$ cat src/rtl/dmem_arb_pkg.sv
// Shared types and constants for the data-memory bus arbiter.
package dmem_arb_pkg;

  // Who currently holds the data-memory bus.
  typedef enum logic [1:0] {
    OWN_IDLE = 2'd0,
    OWN_CPU  = 2'd1,
    OWN_DMA  = 2'd2
  } owner_t;

  // address[18:16] value that selects the LED/button window.
  localparam logic [2:0] PERIPH_SEL_C = 3'b111;

  // Consecutive grants a locking DMA keeps while the CPU waits.
  localparam int DEFAULT_MAX_BURST = 4;

  // Width of a counter that must reach max_burst inclusive.
  function automatic int burst_width(input int max_burst);
    return $clog2(max_burst + 1);
  endfunction

endpackage

$ cat src/rtl/dmem_arbiter_if.sv
// Bus bundle between the two requesters, the arbiter and the memory manager.
// The slave modport is the arbiter's view; master is the surrounding system.
interface dmem_arbiter_if #(
  parameter int ADDR_W = 32,
  parameter int DATA_W = 32
);

  // CPU load/store port
  logic              cpu_req_i;
  logic [ADDR_W-1:0] cpu_addr_i;
  logic [DATA_W-1:0] cpu_data_i;
  logic              cpu_wren_i;
  logic              cpu_gnt_o;
  logic [DATA_W-1:0] cpu_rdata_o;
  logic              cpu_rvalid_o;

  // Image DMA port
  logic              dma_req_i;
  logic              dma_lock_i;
  logic [ADDR_W-1:0] dma_addr_i;
  logic [DATA_W-1:0] dma_data_i;
  logic              dma_wren_i;
  logic              dma_gnt_o;
  logic [DATA_W-1:0] dma_rdata_o;
  logic              dma_rvalid_o;

  // Memory manager side
  logic [ADDR_W-1:0] mem_address_o;
  logic [DATA_W-1:0] mem_data_o;
  logic              mem_wren_o;
  logic [DATA_W-1:0] mem_data_i;

  // Peripheral write guard status
  logic              err_clr_i;
  logic              dma_err_o;

  modport slave (
    input  cpu_req_i, cpu_addr_i, cpu_data_i, cpu_wren_i,
    output cpu_gnt_o, cpu_rdata_o, cpu_rvalid_o,
    input  dma_req_i, dma_lock_i, dma_addr_i, dma_data_i, dma_wren_i,
    output dma_gnt_o, dma_rdata_o, dma_rvalid_o,
    output mem_address_o, mem_data_o, mem_wren_o,
    input  mem_data_i,
    input  err_clr_i,
    output dma_err_o
  );

  modport master (
    output cpu_req_i, cpu_addr_i, cpu_data_i, cpu_wren_i,
    input  cpu_gnt_o, cpu_rdata_o, cpu_rvalid_o,
    output dma_req_i, dma_lock_i, dma_addr_i, dma_data_i, dma_wren_i,
    input  dma_gnt_o, dma_rdata_o, dma_rvalid_o,
    input  mem_address_o, mem_data_o, mem_wren_o,
    output mem_data_i,
    output err_clr_i,
    input  dma_err_o
  );

endinterface

$ cat src/rtl/dmem_arb_next_owner.sv
// Combinational next-owner and DMA burst-count decision.
// Only the DMA can lock; the CPU always yields to a pending DMA request.
module dmem_arb_next_owner
  import dmem_arb_pkg::*;
#(
  parameter int MAX_BURST = DEFAULT_MAX_BURST,
  parameter int BURST_W   = burst_width(MAX_BURST)
) (
  input  owner_t             owner_i,
  input  owner_t             last_served_i,
  input  logic [BURST_W-1:0] burst_i,
  input  logic               cpu_req_i,
  input  logic               dma_req_i,
  input  logic               dma_lock_i,
  output owner_t             owner_o,
  output logic [BURST_W-1:0] burst_o
);

  // A locking DMA may keep the bus only while this grant is not its last.
  logic dma_may_hold;
  assign dma_may_hold = dma_lock_i && ((int'(burst_i) + 1) < MAX_BURST);

  // Pick the next owner from the current requests and fairness history.
  // NOTE: every always_comb output gets a default first so no path can infer a latch.
  always_comb begin
    owner_o = OWN_IDLE;
    if (cpu_req_i && dma_req_i) begin
      case (owner_i)
        OWN_CPU: owner_o = OWN_DMA;
        OWN_DMA: owner_o = dma_may_hold ? OWN_DMA : OWN_CPU;
        default: owner_o = (last_served_i == OWN_CPU) ? OWN_DMA : OWN_CPU;
      endcase
    end else if (cpu_req_i) begin
      owner_o = OWN_CPU;
    end else if (dma_req_i) begin
      owner_o = OWN_DMA;
    end
  end

  // Count DMA grants within an unbroken DMA tenure, saturating at MAX_BURST.
  // Staying DMA implies dma_req_i is high, so the current cycle is a DMA grant.
  always_comb begin
    burst_o = '0;
    if (owner_i == OWN_DMA && owner_o == OWN_DMA) begin
      burst_o = (burst_i == BURST_W'(MAX_BURST)) ? burst_i : burst_i + BURST_W'(1);
    end
  end

endmodule

$ cat src/rtl/dmem_arbiter.sv
// Round-robin arbiter sharing the data-memory/peripheral bus between the CPU
// load/store port and the image DMA. Grants are decoded from the owner
// register; read data is registered back to the winner; DMA writes into the
// peripheral window are suppressed and flagged.
module dmem_arbiter
  import dmem_arb_pkg::*;
#(
  parameter int         ADDR_W     = 32,
  parameter int         DATA_W     = 32,
  parameter int         MAX_BURST  = DEFAULT_MAX_BURST,
  parameter logic [2:0] PERIPH_SEL = PERIPH_SEL_C
) (
  input logic           CLK,
  input logic           RST,
  dmem_arbiter_if.slave bus
);

  localparam int BURST_W = burst_width(MAX_BURST);

  owner_t             owner_q, owner_d;
  owner_t             last_served_q, last_served_d;
  logic [BURST_W-1:0] burst_q, burst_d;

  logic               cpu_rvalid_q, cpu_rvalid_d;
  logic               dma_rvalid_q, dma_rvalid_d;
  logic [DATA_W-1:0]  cpu_rdata_q, cpu_rdata_d;
  logic [DATA_W-1:0]  dma_rdata_q, dma_rdata_d;
  logic               dma_err_q, dma_err_d;

  logic               cpu_gnt;
  logic               dma_gnt;
  logic               dma_periph_wr;

  // Grants follow the registered owner, gated by the live request.
  assign cpu_gnt = (owner_q == OWN_CPU) && bus.cpu_req_i;
  assign dma_gnt = (owner_q == OWN_DMA) && bus.dma_req_i;

  // A granted DMA write aimed at the LED/button window.
  assign dma_periph_wr = dma_gnt && bus.dma_wren_i &&
                         (bus.dma_addr_i[18:16] == PERIPH_SEL);

  dmem_arb_next_owner #(
    .MAX_BURST (MAX_BURST),
    .BURST_W   (BURST_W)
  ) u_next_owner (
    .owner_i       (owner_q),
    .last_served_i (last_served_q),
    .burst_i       (burst_q),
    .cpu_req_i     (bus.cpu_req_i),
    .dma_req_i     (bus.dma_req_i),
    .dma_lock_i    (bus.dma_lock_i),
    .owner_o       (owner_d),
    .burst_o       (burst_d)
  );

  // Route the granted requester onto the memory bus; idle bus drives zeros.
  always_comb begin
    bus.mem_address_o = '0;
    bus.mem_data_o    = '0;
    bus.mem_wren_o    = 1'b0;
    if (cpu_gnt) begin
      bus.mem_address_o = bus.cpu_addr_i;
      bus.mem_data_o    = bus.cpu_data_i;
      bus.mem_wren_o    = bus.cpu_wren_i;
    end else if (dma_gnt) begin
      bus.mem_address_o = bus.dma_addr_i;
      bus.mem_data_o    = bus.dma_data_i;
      bus.mem_wren_o    = bus.dma_wren_i && !dma_periph_wr;
    end
  end

  // Next-state for fairness history, read return and the sticky error.
  always_comb begin
    last_served_d = last_served_q;
    if (cpu_gnt) begin
      last_served_d = OWN_CPU;
    end else if (dma_gnt) begin
      last_served_d = OWN_DMA;
    end

    cpu_rvalid_d = cpu_gnt && !bus.cpu_wren_i;
    dma_rvalid_d = dma_gnt && !bus.dma_wren_i;
    cpu_rdata_d  = cpu_rvalid_d ? bus.mem_data_i : cpu_rdata_q;
    dma_rdata_d  = dma_rvalid_d ? bus.mem_data_i : dma_rdata_q;

    // Setting wins over a simultaneous clear.
    dma_err_d = dma_err_q;
    if (dma_periph_wr) begin
      dma_err_d = 1'b1;
    end else if (bus.err_clr_i) begin
      dma_err_d = 1'b0;
    end
  end

  // State registers; reset drops any access in flight.
  // NOTE: sequential state uses non-blocking assignments so all registers update together.
  always_ff @(posedge CLK) begin
    if (RST) begin
      owner_q       <= OWN_IDLE;
      last_served_q <= OWN_DMA;
      burst_q       <= '0;
      cpu_rvalid_q  <= 1'b0;
      dma_rvalid_q  <= 1'b0;
      cpu_rdata_q   <= '0;
      dma_rdata_q   <= '0;
      dma_err_q     <= 1'b0;
    end else begin
      owner_q       <= owner_d;
      last_served_q <= last_served_d;
      burst_q       <= burst_d;
      cpu_rvalid_q  <= cpu_rvalid_d;
      dma_rvalid_q  <= dma_rvalid_d;
      cpu_rdata_q   <= cpu_rdata_d;
      dma_rdata_q   <= dma_rdata_d;
      dma_err_q     <= dma_err_d;
    end
  end

  assign bus.cpu_gnt_o    = cpu_gnt;
  assign bus.dma_gnt_o    = dma_gnt;
  assign bus.cpu_rvalid_o = cpu_rvalid_q;
  assign bus.dma_rvalid_o = dma_rvalid_q;
  assign bus.cpu_rdata_o  = cpu_rdata_q;
  assign bus.dma_rdata_o  = dma_rdata_q;
  assign bus.dma_err_o    = dma_err_q;

endmodule
$ cat src/flat_wrapper.sv
// flat-port wrapper written by rule: the top's interface ports become plain ports
module dmem_arbiter_flat import dmem_arb_pkg::*;
#(
  parameter int         ADDR_W     = 32,
  parameter int         DATA_W     = 32,
  parameter int         MAX_BURST  = DEFAULT_MAX_BURST,
  parameter logic [2:0] PERIPH_SEL = PERIPH_SEL_C
)
  (CLK, RST, bus_cpu_req_i, bus_cpu_addr_i, bus_cpu_data_i, bus_cpu_wren_i, bus_cpu_gnt_o, bus_cpu_rdata_o, bus_cpu_rvalid_o, bus_dma_req_i, bus_dma_lock_i, bus_dma_addr_i, bus_dma_data_i, bus_dma_wren_i, bus_dma_gnt_o, bus_dma_rdata_o, bus_dma_rvalid_o, bus_mem_address_o, bus_mem_data_o, bus_mem_wren_o, bus_mem_data_i, bus_err_clr_i, bus_dma_err_o);
  dmem_arbiter_if #(.ADDR_W(ADDR_W), .DATA_W(DATA_W)) bus_i ();
  input logic CLK;
  input logic RST;
  input wire logic [$bits(bus_i.cpu_req_i)-1:0] bus_cpu_req_i;
  input wire logic [$bits(bus_i.cpu_addr_i)-1:0] bus_cpu_addr_i;
  input wire logic [$bits(bus_i.cpu_data_i)-1:0] bus_cpu_data_i;
  input wire logic [$bits(bus_i.cpu_wren_i)-1:0] bus_cpu_wren_i;
  output wire logic [$bits(bus_i.cpu_gnt_o)-1:0] bus_cpu_gnt_o;
  output wire logic [$bits(bus_i.cpu_rdata_o)-1:0] bus_cpu_rdata_o;
  output wire logic [$bits(bus_i.cpu_rvalid_o)-1:0] bus_cpu_rvalid_o;
  input wire logic [$bits(bus_i.dma_req_i)-1:0] bus_dma_req_i;
  input wire logic [$bits(bus_i.dma_lock_i)-1:0] bus_dma_lock_i;
  input wire logic [$bits(bus_i.dma_addr_i)-1:0] bus_dma_addr_i;
  input wire logic [$bits(bus_i.dma_data_i)-1:0] bus_dma_data_i;
  input wire logic [$bits(bus_i.dma_wren_i)-1:0] bus_dma_wren_i;
  output wire logic [$bits(bus_i.dma_gnt_o)-1:0] bus_dma_gnt_o;
  output wire logic [$bits(bus_i.dma_rdata_o)-1:0] bus_dma_rdata_o;
  output wire logic [$bits(bus_i.dma_rvalid_o)-1:0] bus_dma_rvalid_o;
  output wire logic [$bits(bus_i.mem_address_o)-1:0] bus_mem_address_o;
  output wire logic [$bits(bus_i.mem_data_o)-1:0] bus_mem_data_o;
  output wire logic [$bits(bus_i.mem_wren_o)-1:0] bus_mem_wren_o;
  input wire logic [$bits(bus_i.mem_data_i)-1:0] bus_mem_data_i;
  input wire logic [$bits(bus_i.err_clr_i)-1:0] bus_err_clr_i;
  output wire logic [$bits(bus_i.dma_err_o)-1:0] bus_dma_err_o;
  assign bus_i.cpu_req_i = bus_cpu_req_i;
  assign bus_i.cpu_addr_i = bus_cpu_addr_i;
  assign bus_i.cpu_data_i = bus_cpu_data_i;
  assign bus_i.cpu_wren_i = bus_cpu_wren_i;
  assign bus_cpu_gnt_o = bus_i.cpu_gnt_o;
  assign bus_cpu_rdata_o = bus_i.cpu_rdata_o;
  assign bus_cpu_rvalid_o = bus_i.cpu_rvalid_o;
  assign bus_i.dma_req_i = bus_dma_req_i;
  assign bus_i.dma_lock_i = bus_dma_lock_i;
  assign bus_i.dma_addr_i = bus_dma_addr_i;
  assign bus_i.dma_data_i = bus_dma_data_i;
  assign bus_i.dma_wren_i = bus_dma_wren_i;
  assign bus_dma_gnt_o = bus_i.dma_gnt_o;
  assign bus_dma_rdata_o = bus_i.dma_rdata_o;
  assign bus_dma_rvalid_o = bus_i.dma_rvalid_o;
  assign bus_mem_address_o = bus_i.mem_address_o;
  assign bus_mem_data_o = bus_i.mem_data_o;
  assign bus_mem_wren_o = bus_i.mem_wren_o;
  assign bus_i.mem_data_i = bus_mem_data_i;
  assign bus_i.err_clr_i = bus_err_clr_i;
  assign bus_dma_err_o = bus_i.dma_err_o;
  dmem_arbiter #(.ADDR_W(ADDR_W), .DATA_W(DATA_W), .MAX_BURST(MAX_BURST), .PERIPH_SEL(PERIPH_SEL)) u_core (.CLK(CLK), .RST(RST), .bus(bus_i));
endmodule
$ cat config.mk
export PLATFORM = sky130hd
export DESIGN_NAME = dmem_arbiter_flat
export DESIGN_NICKNAME = d
export VERILOG_FILES = /design/src/rtl/dmem_arb_pkg.sv /design/src/rtl/dmem_arbiter_if.sv /design/src/rtl/dmem_arb_next_owner.sv /design/src/rtl/dmem_arbiter.sv /design/src/flat_wrapper.sv
export SDC_FILE = /design/constraint.sdc
export NUM_CORES = 1
export LEC_CHECK = 0
export CAP_MARGIN = 30
export CORE_AREA = 2 2 117 119
export CTS_CLUSTER_DIAMETER = 50
export CTS_CLUSTER_SIZE = 14
export DETAILED_ROUTE_END_ITERATION = 8
export DIE_AREA = 0 0 119 121
export HOLD_SLACK_MARGIN = 0.1
export PLACE_DENSITY_LB_ADDON = 0.08
export RECOVER_POWER = 100
export SETUP_SLACK_MARGIN = 0.02
export SYNTH_ARGS = -nofsm -noshare
export SYNTH_HDL_FRONTEND = slang
export SYNTH_SLANG_ARGS = --single-unit
$ cat constraint.sdc
create_clock -name CLK -period 1.6 [get_ports CLK]
set_input_delay 0.32 -clock CLK [delete_from_list [all_inputs] [get_ports CLK]]
set_output_delay 0.32 -clock CLK [all_outputs]
set_load 0.05 [all_outputs]
==> results of run 1 <==
what timing repair did:
action / 4_1_cts / 5_1_grt
resized for setup: 28 / 31
buffers inserted: 12 / 9
gates cloned: 5 / 5
pin swaps: 7 / 9
endpoints found under the setup margin: 76 / 136
worst reg2reg max path: stages, from the launching register on:
cell and delay (ps):
dfxtp_2 320, buf_6 110, inv_4 40, ha_4 130
nand2_4 70, clkinvlp_4 90, and3_4 190, nand3_4 60
buf_6 120, buf_6 100, buf_6 100, buf_6 100
buf_6 100, buf_6 100, a21oi_2 110
cells in the mapped netlist, types with 3 or more instances:
library cell  count  area share, %
nand2b_1          4           0.74
ha_1              4            1.5
buf_6             3            1.0
a21oi_1          69             10
nor2_1            9            1.0
a22o_1           64             17
inv_1             6           0.67
dfxtp_1          74             44
buf_4             7            1.6
buf_2            19            2.8
clkbuf_1          7           0.78
nand2_1         132             15
metal layers:
layer  up-vias  track usage (%)  part of all wire, %
met5         -                0                    0
met3        24             8.74                  8.0
met2       190             46.7                   52
li1       2112                -                    -
met1      2167             28.6                   39
met4         0             4.54                  1.6
layout make-up:
class	instances	area, µm²
Timing Repair Buffer	350	4130
Multi-Input combinational cell	302	2390
Sequential cell	74	1480
Clock inverter	6	42.5
Inverter	6	28.8
Fill cell	1038	4560
Tap cell	176	220
Clock buffer	10	229
power breakdown:
part / leakage (nW) / switching [W] / internal [W]
clock: 0.129 / 0.000785 / 0.00105
combinational: 2.82 / 0.000965 / 0.00108
sequential: 0.599 / 0.0000223 / 0.00189
total: 3.55 / 0.00177 / 0.00402
through the flow:
step	util, %	worst slack, ps	power, W
global placement	60.4	-421	0.00388
global route	65.1	-580	0.00600
floorplan	-	-237	0.00283
CTS	64.9	-520	0.00582
detailed placement	60.4	-435	0.00390
finish	65.1	-529	0.00579
worst max path at each step:
stage                      start                  to  slack [ps]  depth (start not counted)
3_3_place_gp       bus_dma_req_i   bus_mem_data_o[3]        -420                          6
4_1_cts        u_core.owner_q[1]   bus_mem_data_o[3]        -520                          8
2_1_floorplan  u_core.owner_q[0]      bus_mem_wren_o        -240                          7
3_5_place_dp       bus_cpu_req_i   bus_mem_data_o[3]        -430                          6
6_report       u_core.owner_q[1]  bus_mem_data_o[30]        -530                          8
5_1_grt        u_core.owner_q[0]   bus_mem_data_o[3]        -580                          9
kinds of logic (layout without fill, tap and decap cells):
group	Yosys count	count (layout)	synth area share, %
xor gates and xnor gates	1	1	0.259
buffers and inverters	44	372	7.04
AOI/OAI and AO/OA	139	139	28.3
DFF	74	74	43.9
and+or+nand+nor	158	158	19.1
adders and majority gates	4	4	1.48
cell usage in the layout (no fill, tap or decap), types with 3 or more instances in the layout:
cell and count:
clkdlybuf4s50_1 166, nand2_1 130, buf_12 76, dfxtp_1 72, a22o_4 64, clkbuf_2 63
a21oi_1 46, a21oi_2 23, buf_4 15, clkbuf_16 14, buf_6 11, nor2_1 7
buf_16 7, inv_1 3, clkinvlp_4 3, nand2b_1 3, dlymetal6s2s_1 3
state kept, by name, summed over array words and instances, names as in the netlist:
register,flops
u_core.bus.cpu_rvalid_o,1
u_core.bus.dma_rvalid_o,1
u_core.last_served_q,2
u_core.bus.dma_rdata_o,32
u_core.bus.dma_err_o,1
u_core.bus.cpu_rdata_o,32
u_core.owner_q,2
u_core.burst_q,3
==> results.py, run 1 <==
metrics = {
    "drt": {
        "vias": 4493,
        "vias_per_cell": 4.86,
        "firstDrtPassIters": 4,
        "postRouteAntennaNets": 0,
        "first_iter_violations": 248,
        "drcViolationCount": 0,
        "routedWlPerCell_um": 20.5,
        "routed_wl_mm": 18.9,
    },
    "logic_synthesis": {
        "yosysWarnings": 0,
        "yosysUniqueCellTypes": 30,
        "async_flop_share_pct": 0,
        "ys.flop_type": "dfxtp_1",
        "synthesis.instances": 420,
        "syn_area_per_cell_um2": 8.04,
        "synth_nets": 592,
        "ys_ff_latch": 74,
        "synth_edf_count": 0,
        "yosysSeqAreaShare_pct": 43.9,
        "synth_area_um2": 3380,
    },
    "hold_path": {
        "min_path_cells": 3,
        "hp-start": "RST",
        "worstHoldEndpoint": "u_core.owner_q[1]",
        "hold_class": "in -> reg",
    },
    "die": {
        "rows": 42,
        "die_w_um": 119,
        "initial_utilization_pct": 25.8,
        "dieArea_um2": 14400,
        "core_area_um2": 13100,
        "dieHeight_um": 121,
        "io_pins": 302,
    },
    "layout": {
        "diodes": 0,
        "final_nets": 915,
        "drive_gt1_share_pct": 40.4,
        "design_area_um2": 8520,
        "final_cells": 924,
        "area_delta_synth_final_pct": 152,
    },
    "place": {
        "place_area_um2": 7900,
        "gp_congestion": 0.854,
        "portBuffers": 301,
        "dp_hpwl_mm": 13.9,
        "place_inst": 886,
    },
    "setup_path": {
        "start_kind": "flop",
        "r2r_start": "u_core.owner_q[0]",
        "crit_top_cell": "buf_12",
        "endpoint_kind": "primary output",
        "crit_path_max_incr_delay_ps": 320,
        "crit_slowest_cell": "dfxtp_2",
        "cp_max_fo": 12,
        "critical_path_class": "reg -> out",
        "rr_endpoint": "u_core.bus.dma_err_o",
        "worstPathCellList": "buf_4, ha_4, nand2_4, nor2_4, buf_8, buf_12, a22o_4, buf_12",
        "cp_top_family": "buffers and inverters",
        "r2r_slack_ps": -220,
        "rr_worst_depth": 14,
        "worst_ep_required_time_ps": 1280,
        "worst-path-buf-inv": 4,
        "critical_path_arrival_ps": 1810,
    },
    "sta": {
        "slew_viol_final": 0,
        "fin_tns_setup_ps": -35560,
        "layout_setup_ws_ps": -529,
        "finalCritPeriodShare_pct": 133,
        "fmax_mhz": 470,
        "holdWs_ps": 447,
        "finalCriticalPeriod_ps": 2130,
        "relSlewSlack_pct": 60.9,
        "setup_violations": 123,
        "worst_pin_slew_ps": 589,
        "finalHoldViolations": 0,
        "grt_setup_unrepaired": "yes",
        "finClkSkew_ps": 6.07,
    },
    "clock_tree": {
        "cts_htree_levels": 3,
        "cts_inserted_buffers": 9,
        "clock_latency_ps": 330,
        "cts.path.max_buffers": 2,
        "clk_pin_slew_ps": 50,
        "cts.sinks": 74,
        "tritoncts": "built",
        "cts_root_buf": "clkbuf_16",
        "hold_buffers": 0,
    },
    "job": {
        "maxCapViolations": 0,
    },
    "global_route": {
        "grt.overflow.total": 0,
        "grt_usage_pct": 25.4,
        "grt_pass1_vias": 4538,
        "grt_max_degree": 34,
        "grt_pass1_wl_mm": 27.3,
        "antenna_found_initial": 0,
    },
    "power": {
        "vdd_drop_max_v": 0.000414,
        "power.leakage_nw": 3.55,
        "powerDensity_nw_per_um2": 680,
    },
    "status": {
        "violations": "negative setup slack",
        "status": "complete, but fails checks",
    },
}
Power figures use the tool's default switching activity.
==> run 2: changes to the inputs <==
--- a/config.mk
+++ b/config.mk
@@ -6,15 +6,16 @@
 export NUM_CORES = 1
 export LEC_CHECK = 0
 export CAP_MARGIN = 30
-export CORE_AREA = 2 2 117 119
+export CORE_AREA = 2 2 116 118
 export CTS_CLUSTER_DIAMETER = 50
 export CTS_CLUSTER_SIZE = 14
 export DETAILED_ROUTE_END_ITERATION = 8
-export DIE_AREA = 0 0 119 121
+export DIE_AREA = 0 0 118 120
 export HOLD_SLACK_MARGIN = 0.1
-export PLACE_DENSITY_LB_ADDON = 0.08
+export PLACE_DENSITY_LB_ADDON = 0.12
 export RECOVER_POWER = 100
 export SETUP_SLACK_MARGIN = 0.02
 export SYNTH_ARGS = -nofsm -noshare
 export SYNTH_HDL_FRONTEND = slang
+export SYNTH_HIERARCHICAL = 1
 export SYNTH_SLANG_ARGS = --single-unit
==> constraint.sdc (replaced) <==
create_clock -name CLK -period 1.82 [get_ports CLK]
set_input_delay 0.364 -clock CLK [delete_from_list [all_inputs] [get_ports CLK]]
set_output_delay 0.364 -clock CLK [all_outputs]
set_load 0.05 [all_outputs]
==> run 2 against run 1 <==
Effect of this change: the flow still finishes with violations (negative setup slack); first-iteration DRC count shrank 51%; worst hold slack gained 23 ps; via count shrank 6.3%.
==> results.py, run 2 <==
metrics = {
    "status": {
        "status": "complete, but fails checks",
        "violations": "negative setup slack",
    },
    "sta": {
        "slew_viol_final": 0,
        "relSlewSlack_pct": 55.6,
        "finClkSkew_ps": 4.89,
        "finalCriticalPeriod_ps": 1970,
        "finalHoldViolations": 0,
        "finalCritPeriodShare_pct": 108,
        "worst_pin_slew_ps": 669,
        "grt_setup_unrepaired": "yes",
        "setup_violations": 75,
        "fmax_mhz": 507,
        "layout_setup_ws_ps": -153,
    },
    "power": {
        "p_sw_share_pct": 26.2,
        "power.leakage_nw": 3.45,
        "comb_power_share_pct": 28.6,
        "powerDensity_nw_per_um2": 602,
        "internal_power_w": 0.00370,
        "p_total_w": 0.00502,
        "vdd_drop_max_v": 0.000577,
        "sequentialPowerShare_pct": 33.2,
        "switchingPower_w": 0.00132,
        "p_clk_share_pct": 38.2,
    },
    "hold_path": {
        "worstHoldEndpoint": "u_core/bus.dma_rdata_o[30]",
        "hp-start": "u_core/bus.dma_rdata_o[30]",
        "min_path_cells": 2,
        "hold_class": "reg -> reg",
    },
    "setup_path": {
        "rr_endpoint": "u_core/burst_q[0]",
        "endpoint_kind": "primary output",
        "r2r_start": "u_core/owner_q[0]",
        "cp_max_fo": 14,
        "worst_ep_required_time_ps": 1460,
        "rr_worst_depth": 8,
        "critical_path_class": "reg -> out",
        "start_kind": "flop",
        "r2r_slack_ps": -10,
        "critical_path_arrival_ps": 1610,
    },
    "logic_synthesis": {
        "synth_area_um2": 3930,
        "yosysSeqAreaShare_pct": 37.7,
        "yosysUniqueCellTypes": 37,
        "synth_top_cell_area_share_pct": 37.7,
        "synthTopCellsByCount": "nand2b_1 (99), dfxtp_1 (74), mux2i_1 (65)",
        "yosysWarnings": 6,
        "synth_nets": 563,
        "syn_area_per_cell_um2": 10.0,
        "ys.flop_type": "dfxtp_1",
        "yosys.area.top_type": "dfxtp_1",
        "synth_edf_count": 0,
        "yosysMostFrequentCell": "nand2b_1",
        "async_flop_share_pct": 0,
        "synth_area_leaders": "dfxtp_1 (38%), mux2i_1 (17%), nand2b_1 (16%)",
        "synthesis.instances": 391,
        "ys_ff_latch": 74,
    },
    "place": {
        "place_inst": 856,
        "gp_congestion": 0.890,
        "dp_hpwl_mm": 13.3,
        "portBuffers": 301,
    },
    "clock_tree": {
        "cts.sinks": 74,
        "cts.path.max_buffers": 2,
        "cts_root_buf": "clkbuf_16",
        "cts_inserted_buffers": 9,
        "clock_latency_ps": 330,
        "tritoncts": "built",
        "clk_pin_slew_ps": 60,
        "cts_htree_levels": 3,
    },
    "global_route": {
        "grt_usage_pct": 23.7,
        "grt_pass1_wl_mm": 25.7,
        "antenna_found_initial": 4,
        "grt_pass1_vias": 4265,
        "grt_max_degree": 109,
        "grt.overflow.total": 0,
    },
    "layout": {
        "layout_common_cells": "clkdlybuf4s50_1 (161), nand2b_1 (99), buf_12 (73), dfxtp_1 (72), clkbuf_1 (68)",
        "final_nets": 875,
        "final_common_cell": "clkdlybuf4s50_1",
        "area_delta_synth_final_pct": 112,
        "drive_gt1_share_pct": 23.3,
        "seq_area_um2": 1490,
        "fillers": 1073,
        "multiInputGateArea_um2": 2540,
        "final_cells": 884,
    },
    "drt": {
        "routedWlPerCell_um": 20.1,
        "vias_per_cell": 4.76,
        "firstDrtPassIters": 4,
        "drcViolationCount": 0,
        "first_iter_violations": 122,
        "vias": 4212,
        "postRouteAntennaNets": 0,
        "routed_wl_mm": 17.8,
    },
    "job": {
        "maxCapViolations": 0,
    },
    "die": {
        "die_w_um": 118,
        "dieArea_um2": 14200,
        "core_area_um2": 13000,
        "rows": 42,
        "dieHeight_um": 120,
        "initial_utilization_pct": 30.3,
        "io_pins": 302,
    },
}
==> run 2: worst max path at each step <==
stage | start | to | depth (start not counted) | slack (ps)
CTS | u_core/owner_q[0] | bus_mem_address_o[29] | 5 | -170
detailed placement | bus_dma_req_i | bus_mem_data_o[0] | 5 | -250
finish | u_core/owner_q[0] | bus_mem_data_o[4] | 5 | -150
global route | u_core/owner_q[0] | bus_mem_data_o[4] | 5 | -200
global placement | bus_cpu_req_i | bus_mem_address_o[30] | 6 | -230
floorplan | u_core/owner_q[1] | bus_mem_address_o[20] | 4 | 70
==> run 2: per-stage QoR <==
step	hold slack (ps)	setup WS, ps	area, µm²	setup TNS (ps)	utilization, %
after detailed placement	461	-245	7730	-14600	59.5
after floorplan	440	68.5	3940	0	-
final	470	-153	8340	-8590	64.2
after global routing	494	-202	8340	-12790	64.2
after CTS	478	-170	8440	-9080	65.1
after global placement	460	-234	7730	-13400	59.5
==> run 2: what timing repair did <==
| action | CTS | global route |
|---|---|---|
| pin swaps | 11 | 14 |
| hold buffers | 0 | 0 |
| endpoints found under the setup margin | 69 | 69 |
| resized for setup | 40 | 22 |
| buffers inserted | 5 | 1 |
| gates cloned | 4 | 2 |
==> run 2: power groups by stage <==
stage | logic, W | registers (W) | clock network [W]
after floorplan | 0.000478 | 0.00178 | 0
after global placement | 0.00133 | 0.00170 | 0
after detailed placement | 0.00134 | 0.00170 | 0
after CTS | 0.00142 | 0.00167 | 0.00197
after global routing | 0.00149 | 0.00167 | 0.00203
final | 0.00144 | 0.00167 | 0.00192
==> run 2: logic make-up (layout without fill, tap and decap cells) <==
group | count (synthesis) | after routing | share of synthesized area (%)
simple gates | 123 | 123 | 20.0
compound gates | 79 | 79 | 17.3
flops | 74 | 74 | 37.7
mux | 65 | 65 | 16.6
buf+inv | 45 | 361 | 6.94
fa+ha+maj | 4 | 4 | 1.27
xor+xnor | 1 | 1 | 0.223
other cells | 0 | 1 | 0
==> run 2: area by class of cell <==
type / instances / area share [%]
multi-input combinational: 272 / 30.5
inverter: 10 / 0.450
clock inverter: 4 / 0.885
clock buffer: 11 / 3.03
antenna: 1 / 0.0300
timing repair buffer: 336 / 44.6
tap: 176 / 2.64
sequential: 74 / 17.8
==> run 2: critical path, cell delays in order (launching register included) <==
cell and delay (ps):
dfxtp_4 350, and3b_2 250, buf_12 160, buf_12 160, a22o_1 200, buf_12 150
==> run 2: metal layers <==
layer,GRT usage (%),up-vias,wire [µm]
met3,8.89,33,1430
met5,0,-,34
li1,-,2018,-
met2,42.2,175,9110
met4,8.81,6,495
met1,25.6,1980,6730
